### config.mk
export PLATFORM = sky130hd
export DESIGN_NAME = mdio_phy_responder
export DESIGN_NICKNAME = d
export VERILOG_FILES = /design/src/rtl/mdio_phy_responder.sv
export SDC_FILE = /design/constraint.sdc
export NUM_CORES = 1
export LEC_CHECK = 0
export BUFFER_PORTS_ARGS = -buffer_cell sky130_fd_sc_hd__buf_2
export CAP_MARGIN = 0
export CORE_ASPECT_RATIO = 1.4
export CORE_MARGIN = 4
export CORE_UTILIZATION = 60
export DETAILED_ROUTE_END_ITERATION = 10
export GPL_TIMING_DRIVEN = 1
export MAX_ROUTING_LAYER = met4
export PLACE_DENSITY = 0.78
export SYNTH_ARGS = -nofsm -noshare
export SYNTH_HDL_FRONTEND = slang
export SYNTH_SLANG_ARGS = --single-unit
### constraint.sdc
create_clock -name clk_i -period 3.3 [get_ports clk_i]
set_clock_uncertainty 0.2 [all_clocks]
set_input_delay 0.99 -clock clk_i [delete_from_list [all_inputs] [get_ports clk_i]]
set_output_delay 0.99 -clock clk_i [all_outputs]
set_load 0.005 [all_outputs]
### src/rtl/mdio_phy_responder.sv
// Clause-22 MDIO responder: decodes station frames on a synchronised MDC/MDIO
// pair and serves a 16-bit register file with optional write notifications.
module mdio_phy_responder #(
  parameter int unsigned                PreambleLen = 32,
  parameter int unsigned                NumRegs     = 32,
  parameter logic [NumRegs-1:0][15:0]   RegResetVal = '0,
  parameter int unsigned                SyncStages  = 2
) (
  input  logic        clk_i,
  input  logic        rst_i,
  input  logic [4:0]  phy_addr_i,
  input  logic        mdc_i,
  input  logic        mdio_i,
  output logic        mdio_o,
  output logic        mdio_oe_o,
  output logic        busy_o,
  output logic        wr_valid_o,
  output logic [4:0]  wr_addr_o,
  output logic [15:0] wr_data_o
);

  localparam int unsigned AW = (NumRegs > 1) ? $clog2(NumRegs) : 1;
  localparam int unsigned PW = $clog2(PreambleLen + 1);

  typedef enum logic [2:0] {S_IDLE, S_HDR, S_TA, S_RDATA, S_WDATA, S_SKIP} state_t;

  logic [SyncStages-1:0]      r_mdc_sync;
  logic [SyncStages-1:0]      r_mdio_sync;
  logic                       r_mdc_qq;
  state_t                     r_state;
  logic [4:0]                 r_k;
  logic [PW-1:0]              r_pre;
  logic [14:0]                r_sh;
  logic [15:0]                r_shadow;
  logic [4:0]                 r_regad;
  logic                       r_is_rd;
  logic [NumRegs-1:0][15:0]   r_regs;
  logic                       r_mdio;
  logic                       r_mdio_oe;
  logic                       r_wr_valid;
  logic [4:0]                 r_wr_addr;
  logic [15:0]                r_wr_data;

  logic        w_edge;
  logic        w_bit;
  logic [1:0]  w_op;
  logic [4:0]  w_field;
  logic [15:0] w_wd;
  logic        w_ra_ok;
  logic        w_wr_ok;

  assign w_edge  = r_mdc_sync[SyncStages-1] & ~r_mdc_qq;
  assign w_bit   = r_mdio_sync[SyncStages-1];
  assign w_op    = {r_sh[0], w_bit};
  assign w_field = {r_sh[3:0], w_bit};
  assign w_wd    = {r_sh, w_bit};
  assign w_ra_ok = 32'(w_field) < NumRegs;
  assign w_wr_ok = 32'(r_regad) < NumRegs;

  always_ff @(posedge clk_i) begin
    if (rst_i) begin
      r_mdc_sync  <= '0;
      r_mdio_sync <= '1;
      r_mdc_qq    <= 1'b0;
    end else begin
      r_mdc_sync  <= {r_mdc_sync[SyncStages-2:0], mdc_i};
      r_mdio_sync <= {r_mdio_sync[SyncStages-2:0], mdio_i};
      r_mdc_qq    <= r_mdc_sync[SyncStages-1];
    end
  end

  always_ff @(posedge clk_i) begin
    if (rst_i) begin
      r_state    <= S_IDLE;
      r_k        <= '0;
      r_pre      <= '0;
      r_sh       <= '0;
      r_shadow   <= '0;
      r_regad    <= '0;
      r_is_rd    <= 1'b0;
      r_regs     <= RegResetVal;
      r_mdio     <= 1'b1;
      r_mdio_oe  <= 1'b0;
      r_wr_valid <= 1'b0;
      r_wr_addr  <= '0;
      r_wr_data  <= '0;
    end else begin
      r_wr_valid <= 1'b0;
      if (w_edge) begin
        r_k <= r_k + 5'd1;
        case (r_state)
          S_IDLE: begin
            if (w_bit) begin
              if (r_pre != PW'(PreambleLen)) r_pre <= r_pre + PW'(1);
            end else if (r_pre == PW'(PreambleLen)) begin
              // the ST start bit (k=0) is consumed here
              r_state <= S_HDR;
              r_k     <= 5'd1;
              r_pre   <= '0;
            end else begin
              r_pre <= '0;
            end
          end
          S_HDR: begin
            r_sh <= {r_sh[13:0], w_bit};
            if (r_k == 5'd1 && !w_bit) r_state <= S_IDLE;
            if (r_k == 5'd3) begin
              r_is_rd <= (w_op == 2'b10);
              if (w_op == 2'b00 || w_op == 2'b11) r_state <= S_IDLE;
            end
            if (r_k == 5'd8 && w_field != phy_addr_i) r_state <= S_SKIP;
            if (r_k == 5'd13) begin
              r_regad  <= w_field;
              r_shadow <= w_ra_ok ? r_regs[w_field[AW-1:0]] : 16'hFFFF;
              r_state  <= S_TA;
            end
          end
          S_TA: begin
            if (r_k == 5'd14) begin
              if (r_is_rd) begin
                r_mdio_oe <= 1'b1;
                r_mdio    <= 1'b0;
                r_state   <= S_RDATA;
              end
            end else begin
              r_state <= S_WDATA;
            end
          end
          S_RDATA: begin
            if (r_k == 5'd31) begin
              r_mdio_oe <= 1'b0;
              r_mdio    <= 1'b1;
              r_state   <= S_IDLE;
            end else begin
              r_mdio   <= r_shadow[15];
              r_shadow <= {r_shadow[14:0], 1'b0};
            end
          end
          S_WDATA: begin
            r_sh <= {r_sh[13:0], w_bit};
            if (r_k == 5'd31) begin
              if (w_wr_ok) begin
                r_regs[r_regad[AW-1:0]] <= w_wd;
                r_wr_valid <= 1'b1;
                r_wr_addr  <= r_regad;
                r_wr_data  <= w_wd;
              end
              r_state <= S_IDLE;
            end
          end
          S_SKIP: begin
            if (r_k == 5'd31) r_state <= S_IDLE;
          end
          default: r_state <= S_IDLE;
        endcase
      end
    end
  end

  assign mdio_o     = r_mdio;
  assign mdio_oe_o  = r_mdio_oe;
  assign busy_o     = (r_state != S_IDLE);
  assign wr_valid_o = r_wr_valid;
  assign wr_addr_o  = r_wr_addr;
  assign wr_data_o  = r_wr_data;

endmodule

==> tab_implementation.tex, run 1 <==
\begin{tabular}{lr}
\hline
Metric & Value \\
\hline
\multicolumn{2}{l}{\textbf{STA}} \\
\quad Worst rel slew slack & 0.1027 \\
\quad Setup repair after global routing missed its margin & yes \\
\quad Sum Neg Setup Slack & 0 ps \\
\quad Number of pins exceeding their max-slew limit in the final report & 0 \\
\quad Final critical-path setup slack & 119.5 ps \\
\quad FMAX & 314.4 MHz \\
\quad Period utilisation layout & 0.9638 \\
\quad Slew at the pin with the worst max-slew slack & 1344 ps \\
\quad Period minus WS final & 3180 ps \\
\quad Final setup violation count & 0 \\
\quad Final Hold Vio Count & 0 \\
\multicolumn{2}{l}{\textbf{Hold path}} \\
\quad Hold Startpoint & r\_mdio\_sync[0]\$\_SDFF\_PP1\_ \\
\quad Number of cells on the worst hold path & 1 \\
\quad Worst Hold Endpoint & r\_mdio\_sync[1]\$\_SDFF\_PP1\_ \\
\quad Path class of the lowest-slack min-delay path & flip-flop to flip-flop \\
\multicolumn{2}{l}{\textbf{Clock network}} \\
\quad CTS tree & done \\
\quad Number of clock buffers inserted by TritonCTS & 56 \\
\quad Clk Tree Root Cell & sky130\_fd\_sc\_hd\_\_clkbuf\_16 \\
\quad Clock tree sinks & 592 \\
\quad Number of hold buffers added after CTS & 0 \\
\quad Clock slew seen by the registers of the worst setup and hold paths & 60 ps \\
\quad Clock latency of the later-clocked register in the worst-skew pair & 590 ps \\
\quad CTS max path bufs & 3 \\
\quad Number of H-tree levels & 2 \\
\multicolumn{2}{l}{\textbf{Global routing}} \\
\quad Pin count of the biggest net entering global routing & 118 \\
\quad Initial antenna violation count & 0 \\
\quad Total grt overflow & 0 \\
\quad GRT Total Usage & 0.3331 \\
\quad Wire length of the first global-routing pass & 123700 um \\
\quad Met1 usage in global routing & 0.4130 \\
\quad Layer with the highest usage & met2 \\
\quad Vias in the first global route & 22336 \\
\quad Global routing met3 resource utilization & 0.04747 \\
\quad Global routing met2 resource utilization & 0.5226 \\
\multicolumn{2}{l}{\textbf{Synthesis}} \\
\quad Count of state elements after synthesis & 592 \\
\quad Leading cell types by count after synthesis & sky130\_fd\_sc\_hd\_\_nand2\_1, sky130\_fd\_sc\_hd\_\_dfxtp\_1, sky130\_fd\_sc\_hd\_\_a21oi\_1 \\
\quad Mapped Nets & 3119 \\
\quad Fraction of synthesis flops using an asynchronous set or reset pin & 0 \\
\quad Most numerous cell in the Yosys netlist & sky130\_fd\_sc\_hd\_\_nand2\_1 \\
\quad Count of flip-flops with a built-in enable after synthesis & 0 \\
\quad Synthesis warning total & 0 \\
\quad Sequential area share after synthesis & 0.4462 \\
\quad Dominant cell type by area after synthesis & sky130\_fd\_sc\_hd\_\_dfxtp\_1 \\
\quad Mean cell area of the mapped netlist & 8.562 um\^{}2 \\
\quad Top flip-flop cell by instance count after synthesis & sky130\_fd\_sc\_hd\_\_dfxtp\_1 \\
\quad Fraction of post-synthesis cell area in the top cell type by area & 0.4462 \\
\quad Post-Synthesis Cells & 3102 \\
\quad Post-Synthesis Cell Area & 26560 um\^{}2 \\
\quad Most area-consuming cells after synthesis & sky130\_fd\_sc\_hd\_\_dfxtp\_1, sky130\_fd\_sc\_hd\_\_a21oi\_1, sky130\_fd\_sc\_hd\_\_nand2\_1 \\
\quad Count of cell types in the netlist & 73 \\
\multicolumn{2}{l}{\textbf{Pwr}} \\
\quad Pleak & 9.407 nW \\
\quad Sw Share & 0.2113 \\
\quad Comb power frac & 0.020 \\
\quad Clock network fraction of design power & 0.465 \\
\quad Internal Power & 10.96 mW \\
\quad Switching power & 2.936 mW \\
\quad Ratio of total power to cell area & 480.1 nW/um\^{}2 \\
\quad Overall Power & 13.90 mW \\
\quad Largest voltage drop on the vdd net & 0.0003887 V \\
\quad Power share of the sequential group & 0.515 \\
\multicolumn{2}{l}{\textbf{Routing}} \\
\quad \# DRC & 0 \\
\quad Vias per cell & 6.477 \\
\quad WL final & 80340 um \\
\quad Initial DRC Count & 2847 \\
\quad Drt first pass iters & 6 \\
\quad Total via count in the routed design & 23402 \\
\quad Count of antenna-violating nets left after detailed routing & 0 \\
\quad Routed wire length per instance & 22.24 um \\
\multicolumn{2}{l}{\textbf{Worst setup path}} \\
\quad Critical Path Source Type & flip-flop \\
\quad Cells along the critical path & ha\_1, and3\_1, ha\_2, nand4bb\_4, or4\_4, buf\_4, nor2\_4, buf\_12, nand2\_1, a21oi\_1 \\
\quad Count of buffer and inverter cells on the critical path & 2 \\
\quad Top Family by Delay on Critical Path & simple AND/OR/NAND/NOR gates \\
\quad Crit Path Class & flip-flop to flip-flop \\
\quad Largest fanout of any net on the critical path & 16 \\
\quad Reg2Reg Capture Point & r\_regs[434]\$\_SDFFE\_PP0P\_ \\
\quad R2r setup slk & 120 ps \\
\quad Worst path arrival time & 3480 ps \\
\quad Required time worst endpoint & 3600 ps \\
\quad CP Capture Type & flip-flop \\
\quad Startpoint of the worst register-to-register path & r\_k[1]\$\_SDFFE\_PP0P\_ \\
\quad Max stage delay cell, worst path & sky130\_fd\_sc\_hd\_\_or4\_4 \\
\quad Length in cells of the worst reg-to-reg path & 10 \\
\quad Crit path largest cell delay & 750 ps \\
\multicolumn{2}{l}{\textbf{Floorplanning}} \\
\quad Die Width & 185.8 um \\
\quad Die H & 256.9 um \\
\quad Ports & 34 \\
\quad Floorplan row count & 90 \\
\quad Effective utilization at floorplan & 0.6110 \\
\quad Core Box Area & 43470 um\^{}2 \\
\quad Total Die Area & 47740 um\^{}2 \\
\multicolumn{2}{l}{\textbf{Outcome}} \\
\quad Outcome & complete, no violations \\
\multicolumn{2}{l}{\textbf{Final layout}} \\
\quad Area growth from synthesis to layout & 8.999\% \\
\quad Fraction of layout instances using a drive strength above 1 & 0.1435 \\
\quad NumNets Final & 3034 \\
\quad Count of filler cells inserted in the layout & 3387 \\
\quad Final design area excluding fillers & 28950 um\^{}2 \\
\multicolumn{2}{l}{\textbf{Place}} \\
\quad DP HPWL & 50510 um \\
\quad Number of buffers added on ports & 33 \\
\quad Final GP Congestion & 0.9494 \\
\quad Pre-CTS setup slack & 178.2 ps \\
\quad Cell area after placement & 27040 um\^{}2 \\
\multicolumn{2}{l}{\textbf{Job}} \\
\quad Reported max-cap violation count & 0 \\
\hline
\end{tabular}
-- routing by layer --
| layer | vias up | part of all wire |
|---|---|---|
| met5 | - | 0 |
| met4 | 0 | 0.070 |
| met3 | 278 | 0.086 |
| met2 | 1184 | 0.48 |
| met1 | 11371 | 0.36 |
| li1 | 10569 | - |
-- power groups by stage --
stage	Combinational, mW	Clock, mW	Sequential, mW
2_1_floorplan	0.200	0	7.31
3_3_place_gp	0.264	0	7.32
3_5_place_dp	0.268	0	7.32
4_1_cts	0.269	6.52	7.16
5_1_grt	0.292	6.82	7.15
6_report	0.273	6.47	7.16
-- layout make-up --
cell class | instances | area [um^2] | share of cell area
clock buffer | 85 | 1642 | 0.05671
clock inverter | 16 | 186.4 | 0.006440
tap | 552 | 690.7 | 0.02386
timing repair buffer | 183 | 1493 | 0.05156
sequential | 592 | 11870 | 0.4100
inverter | 9 | 33.78 | 0.001167
antenna | 1 | 2.502 | 0.00008645
multi-input combinational | 2175 | 13030 | 0.4502
-- metrics by stage --
step                      instances  hold slack, ps  utilization
final                          3613           223.5       0.6660
after global routing           3612           235.1       0.6659
after CTS                      3604           225.5       0.6641
after detailed placement       3503           207.0       0.6220
after global placement         3503           200.0       0.6220
after floorplan                3102           189.5            -
-- cell families after synthesis --
kind of cell	share of synthesized area
AO/OA/AOI/OAI	0.1809
XOR/XNOR	0.004287
adder cells (fa/ha/maj)	0.003769
buffers and inverters	0.06520
flip-flops	0.4462
multiplexers	0.1284
AND/OR/NAND/NOR	0.1712
-- placed cells by master (no fill, tap or decap), drive strengths merged, types with 3 or more instances in the layout --
cell / n
nand3: 109
a211oi: 16
ha: 8
clkinv: 11
mux2: 23
nor3b: 7
nor2: 82
a31oi: 3
or4: 4
a32o: 4
nor2b: 16
o21bai: 3
nand3b: 6
a2111oi: 4
inv: 9
xor2: 5
mux4: 114
a22oi: 4
o21ai: 260
or2: 4
nand2b: 13
clkbuf: 85
a221oi: 6
xnor2: 8
mux2i: 55
nor3: 13
dfxtp: 592
and3: 6
buf: 183
nor4: 3
a21oi: 569
nand2: 758
a221o: 5
and2: 10
o22ai: 18
nand4: 12
bufinv: 4
-- flip-flops by register name, summed over array words and instances (netlist names) --
signal       flops
r_is_rd          1
r_shadow        16
r_state          3
wr_addr_o        5
r_regad          5
wr_data_o       16
wr_valid_o       1
r_sh            15
r_mdc_sync       2
mdio_o           1
r_pre            6
r_mdio_sync      2
r_k              5
r_regs         512
mdio_oe_o        1
r_mdc_qq         1
-- timing repair --
item / in CTS / in global routing
resized for setup: 0 / 2
buffers inserted: 0 / 7
setup endpoints to repair: 0 / 27
-- worst max-delay path by stage --
| stage | from | endpoint | slack [ps] | depth (start not counted) |
|---|---|---|---|---|
| after floorplan | r_k[1]$_SDFFE_PP0P_ | r_regs[485]$_SDFFE_PP0P_ | 720 | 9 |
| after detailed placement | r_k[1]$_SDFFE_PP0P_ | r_regs[410]$_SDFFE_PP0P_ | 180 | 8 |
| final | r_k[1]$_SDFFE_PP0P_ | r_regs[434]$_SDFFE_PP0P_ | 120 | 10 |
| after CTS | r_k[1]$_SDFFE_PP0P_ | r_regs[434]$_SDFFE_PP0P_ | 130 | 8 |
| after global routing | r_k[1]$_SDFFE_PP0P_ | r_regs[172]$_SDFFE_PP0P_ | -10 | 8 |
| after global placement | r_k[1]$_SDFFE_PP0P_ | r_regs[399]$_SDFFE_PP0P_ | 320 | 8 |
Power figures use the tool's default switching activity.
==> run 2, diff against run 1 <==
--- a/config.mk
+++ b/config.mk
@@ -9,11 +9,11 @@
 export CAP_MARGIN = 0
 export CORE_ASPECT_RATIO = 1.4
 export CORE_MARGIN = 4
-export CORE_UTILIZATION = 60
+export CORE_UTILIZATION = 42
 export DETAILED_ROUTE_END_ITERATION = 10
 export GPL_TIMING_DRIVEN = 1
 export MAX_ROUTING_LAYER = met4
-export PLACE_DENSITY = 0.78
+export PLACE_DENSITY = 0.59
 export SYNTH_ARGS = -nofsm -noshare
 export SYNTH_HDL_FRONTEND = slang
 export SYNTH_SLANG_ARGS = --single-unit
==> run 2 against run 1 <==
Setup slack improved by 150 ps. Critical path type is now flip-flop to output pin. Via count fell by 4.3%. First-iteration DRC count fell by 33%. Maximum frequency rose by 4.9%. Wire length rose by 5.3%. Core utilization fell by 20 points. Global-route usage fell by 8.1 points. Flip-flop and latch count did not move. Clock power barely moved. Sequential share of layout area fell by 0.35 points. Critical path depth fell by 7.
==> tab_implementation.tex, run 2 (same netlist as run 1, synthesis figures left out) <==
\begin{tabular}{lr}
\hline
Metric & Value \\
\hline
\multicolumn{2}{l}{\textbf{Final layout}} \\
\quad Count of filler cells inserted in the layout & 5904 (+74\%) \\
\quad Fraction of layout instances using a drive strength above 1 & 0.1410 (-0.002485) \\
\quad Most frequent cells in the layout & sky130\_fd\_sc\_hd\_\_nand2\_1, sky130\_fd\_sc\_hd\_\_dfxtp\_1, sky130\_fd\_sc\_hd\_\_a21oi\_1 \\
\quad NumNets Final & 3016 (-0.59\%) \\
\quad Flip-flop count of the largest register, all copies and words added & 512 (unchanged) \\
\quad Commonest non-fill, non-tap cell in the layout & sky130\_fd\_sc\_hd\_\_nand2\_1 \\
\quad Area growth from synthesis to layout & 9.959\% \\
\quad Final design area excluding fillers & 29200 um\^{}2 (+0.88\%) \\
\quad Most flop-heavy register & r\_regs \\
\quad Count of inserted antenna diode cells & 0 (-1) \\
\multicolumn{2}{l}{\textbf{Clock network}} \\
\quad Number of H-tree levels & 2 (unchanged) \\
\quad Clock latency of the later-clocked register in the worst-skew pair & 610 ps (+20 ps) \\
\quad CTS tree & done \\
\quad Number of clock buffers inserted by TritonCTS & 56 (unchanged) \\
\quad Clock slew seen by the registers of the worst setup and hold paths & 60 ps (about the same) \\
\quad Clk Tree Root Cell & sky130\_fd\_sc\_hd\_\_clkbuf\_16 \\
\quad Number of hold buffers added after CTS & 0 (unchanged) \\
\quad Post-CTS setup buffers & 0 (unchanged) \\
\quad CTS max path bufs & 3 (unchanged) \\
\quad Clock tree sinks & 592 (unchanged) \\
\quad Number of gates resized after CTS & 0 (unchanged) \\
\multicolumn{2}{l}{\textbf{Pwr}} \\
\quad Largest voltage drop on the vdd net & 0.0004141 V (+6.5\%) \\
\quad Pleak & 9.360 nW (-0.50\%) \\
\quad Ratio of total power to cell area & 475.7 nW/um\^{}2 (-0.92\%) \\
\multicolumn{2}{l}{\textbf{Floorplanning}} \\
\quad Die H & 305.5 um (+19\%) \\
\quad Total Die Area & 67380 um\^{}2 (+41\%) \\
\quad Die Width & 220.5 um (+19\%) \\
\quad Floorplan row count & 108 (+20\%) \\
\quad Core Box Area & 62290 um\^{}2 (+43\%) \\
\quad Ports & 34 (unchanged) \\
\quad Effective utilization at floorplan & 0.4263 (-0.1847) \\
\multicolumn{2}{l}{\textbf{Hold path}} \\
\quad Path class of the lowest-slack min-delay path & flip-flop to flip-flop \\
\multicolumn{2}{l}{\textbf{Worst setup path}} \\
\quad Crit path largest cell delay & 490 ps (-260 ps) \\
\quad Count of buffer and inverter cells on the critical path & 2 (unchanged) \\
\quad Critical Path Source Type & flip-flop \\
\quad Max stage delay cell, worst path & sky130\_fd\_sc\_hd\_\_dfxtp\_1 \\
\quad CP Capture Type & output pin \\
\quad Top Family by Delay on Critical Path & flip-flops \\
\quad Cells along the critical path & nor3\_1, inv\_1, buf\_2 \\
\quad Required time worst endpoint & 2110 ps (-1490 ps) \\
\quad Crit Path Class & flip-flop to output pin \\
\quad Worst path arrival time & 1840 ps (-1640 ps) \\
\quad Largest fanout of any net on the critical path & 17 (+1) \\
\multicolumn{2}{l}{\textbf{STA}} \\
\quad Slew at the pin with the worst max-slew slack & 1098 ps (-246.0 ps) \\
\quad Setup repair after global routing missed its margin & no \\
\quad FMAX & 329.8 MHz (+4.9\%) \\
\quad Sum Neg Setup Slack & 0 ps (unchanged) \\
\quad Final setup violation count & 0 (unchanged) \\
\quad Number of pins exceeding their max-slew limit in the final report & 0 (unchanged) \\
\quad Fin Hold WS & 223.2 ps (-0.2370 ps) \\
\quad Worst rel slew slack & 0.2679 (+0.1652) \\
\quad Period minus WS final & 3032 ps (-148.4 ps) \\
\quad Final Hold Vio Count & 0 (unchanged) \\
\quad Period utilisation layout & 0.9188 (-0.04496) \\
\multicolumn{2}{l}{\textbf{Routing}} \\
\quad Drt first pass iters & 6 (unchanged) \\
\quad Vias per cell & 5.790 (-11\%) \\
\quad Initial DRC Count & 1903 (-33\%) \\
\quad Count of antenna-violating nets left after detailed routing & 0 (unchanged) \\
\quad WL final & 84570 um (+5.3\%) \\
\quad \# DRC & 0 (unchanged) \\
\quad Total via count in the routed design & 22394 (-4.3\%) \\
\quad Routed wire length per instance & 21.86 um (-1.7\%) \\
\multicolumn{2}{l}{\textbf{Job}} \\
\quad Reported max-cap violation count & 0 (unchanged) \\
\multicolumn{2}{l}{\textbf{Global routing}} \\
\quad Wire length of the first global-routing pass & 130000 um (+5.1\%) \\
\quad Global routing met2 resource utilization & 0.4339 (-0.08864) \\
\quad GRT Total Usage & 0.2524 (-0.08069) \\
\quad Vias in the first global route & 21699 (-2.9\%) \\
\quad Global routing met3 resource utilization & 0.03050 (-0.01697) \\
\quad Initial antenna violation count & 0 (unchanged) \\
\quad Total grt overflow & 0 (unchanged) \\
\quad Met1 usage in global routing & 0.3023 (-0.1107) \\
\quad Layer with the highest usage & met2 \\
\quad Pin count of the biggest net entering global routing & 117 (-0.85\%) \\
\multicolumn{2}{l}{\textbf{Place}} \\
\quad Final GP Congestion & 0.9582 (+0.93\%) \\
\quad Number of buffers added on ports & 33 (unchanged) \\
\quad DP HPWL & 55230 um (+9.3\%) \\
\quad Cell area after placement & 27370 um\^{}2 (+1.2\%) \\
\multicolumn{2}{l}{\textbf{Outcome}} \\
\quad Outcome & complete, no violations \\
\hline
\end{tabular}
[run 2: worst paths after layout]
kind | start | end | slack [ps] | cells past startpoint
worst max register to register | r_k[1]$_SDFFE_PP0P_ | r_regs[429]$_SDFFE_PP0P_ | 270 | 8
worst min-delay path | r_mdio_sync[0]$_SDFF_PP1_ | r_mdio_sync[1]$_SDFF_PP1_ | 220 | 1
worst min register to register | r_mdio_sync[0]$_SDFF_PP1_ | r_mdio_sync[1]$_SDFF_PP1_ | 220 | 1
worst max-delay path | r_state[0]$_SDFFE_PP0P_ | busy_o | 270 | 3
[run 2: stage by stage]
step                utilization  setup slack (ps)  cells  power, mW
floorplan                     -             715.6   3102      7.512
global placement         0.4394             335.1   3766      7.573
detailed placement       0.4394             300.8   3766      7.576
CTS                      0.4688             284.6   3868      14.00
global route             0.4688             108.9   3868      14.28
finish                   0.4688             267.9   3868      13.89
[run 2: final cells by class]
cell class	instances	area, um^2	share of cell area
clock buffer	82	1670	0.05720
clock inverter	20	158.9	0.005441
inverter	9	33.78	0.001157
multi-input combinational	2174	13020	0.4457
sequential	592	11870	0.4064
tap	825	1032	0.03535
timing repair buffer	166	1424	0.04876
[run 2: power by group]
part,internal (mW),switching [mW]
Sequential,7.15,0.00715
Combinational,0.0785,0.185
Clock,3.65,2.82
[run 2: metal layers]
metal  part of all wire  wire length (um)  vias up
met1               0.39             33100    10933
li1                   -                 -    10546
met4              0.043              3634        0
met5                  0                 0        -
met3              0.055              4621      175
met2               0.51             43220      740
[run 2: worst register-to-register path, stage by stage, from the launching register on]
cell and delay [ps]:
sky130_fd_sc_hd__dfxtp_1 400, sky130_fd_sc_hd__ha_1 250, sky130_fd_sc_hd__and3_1 170, sky130_fd_sc_hd__ha_1 290, sky130_fd_sc_hd__nand4bb_4 270, sky130_fd_sc_hd__or4_4 680, sky130_fd_sc_hd__nor2_4 430, sky130_fd_sc_hd__nand2_1 110
sky130_fd_sc_hd__a21oi_1 160
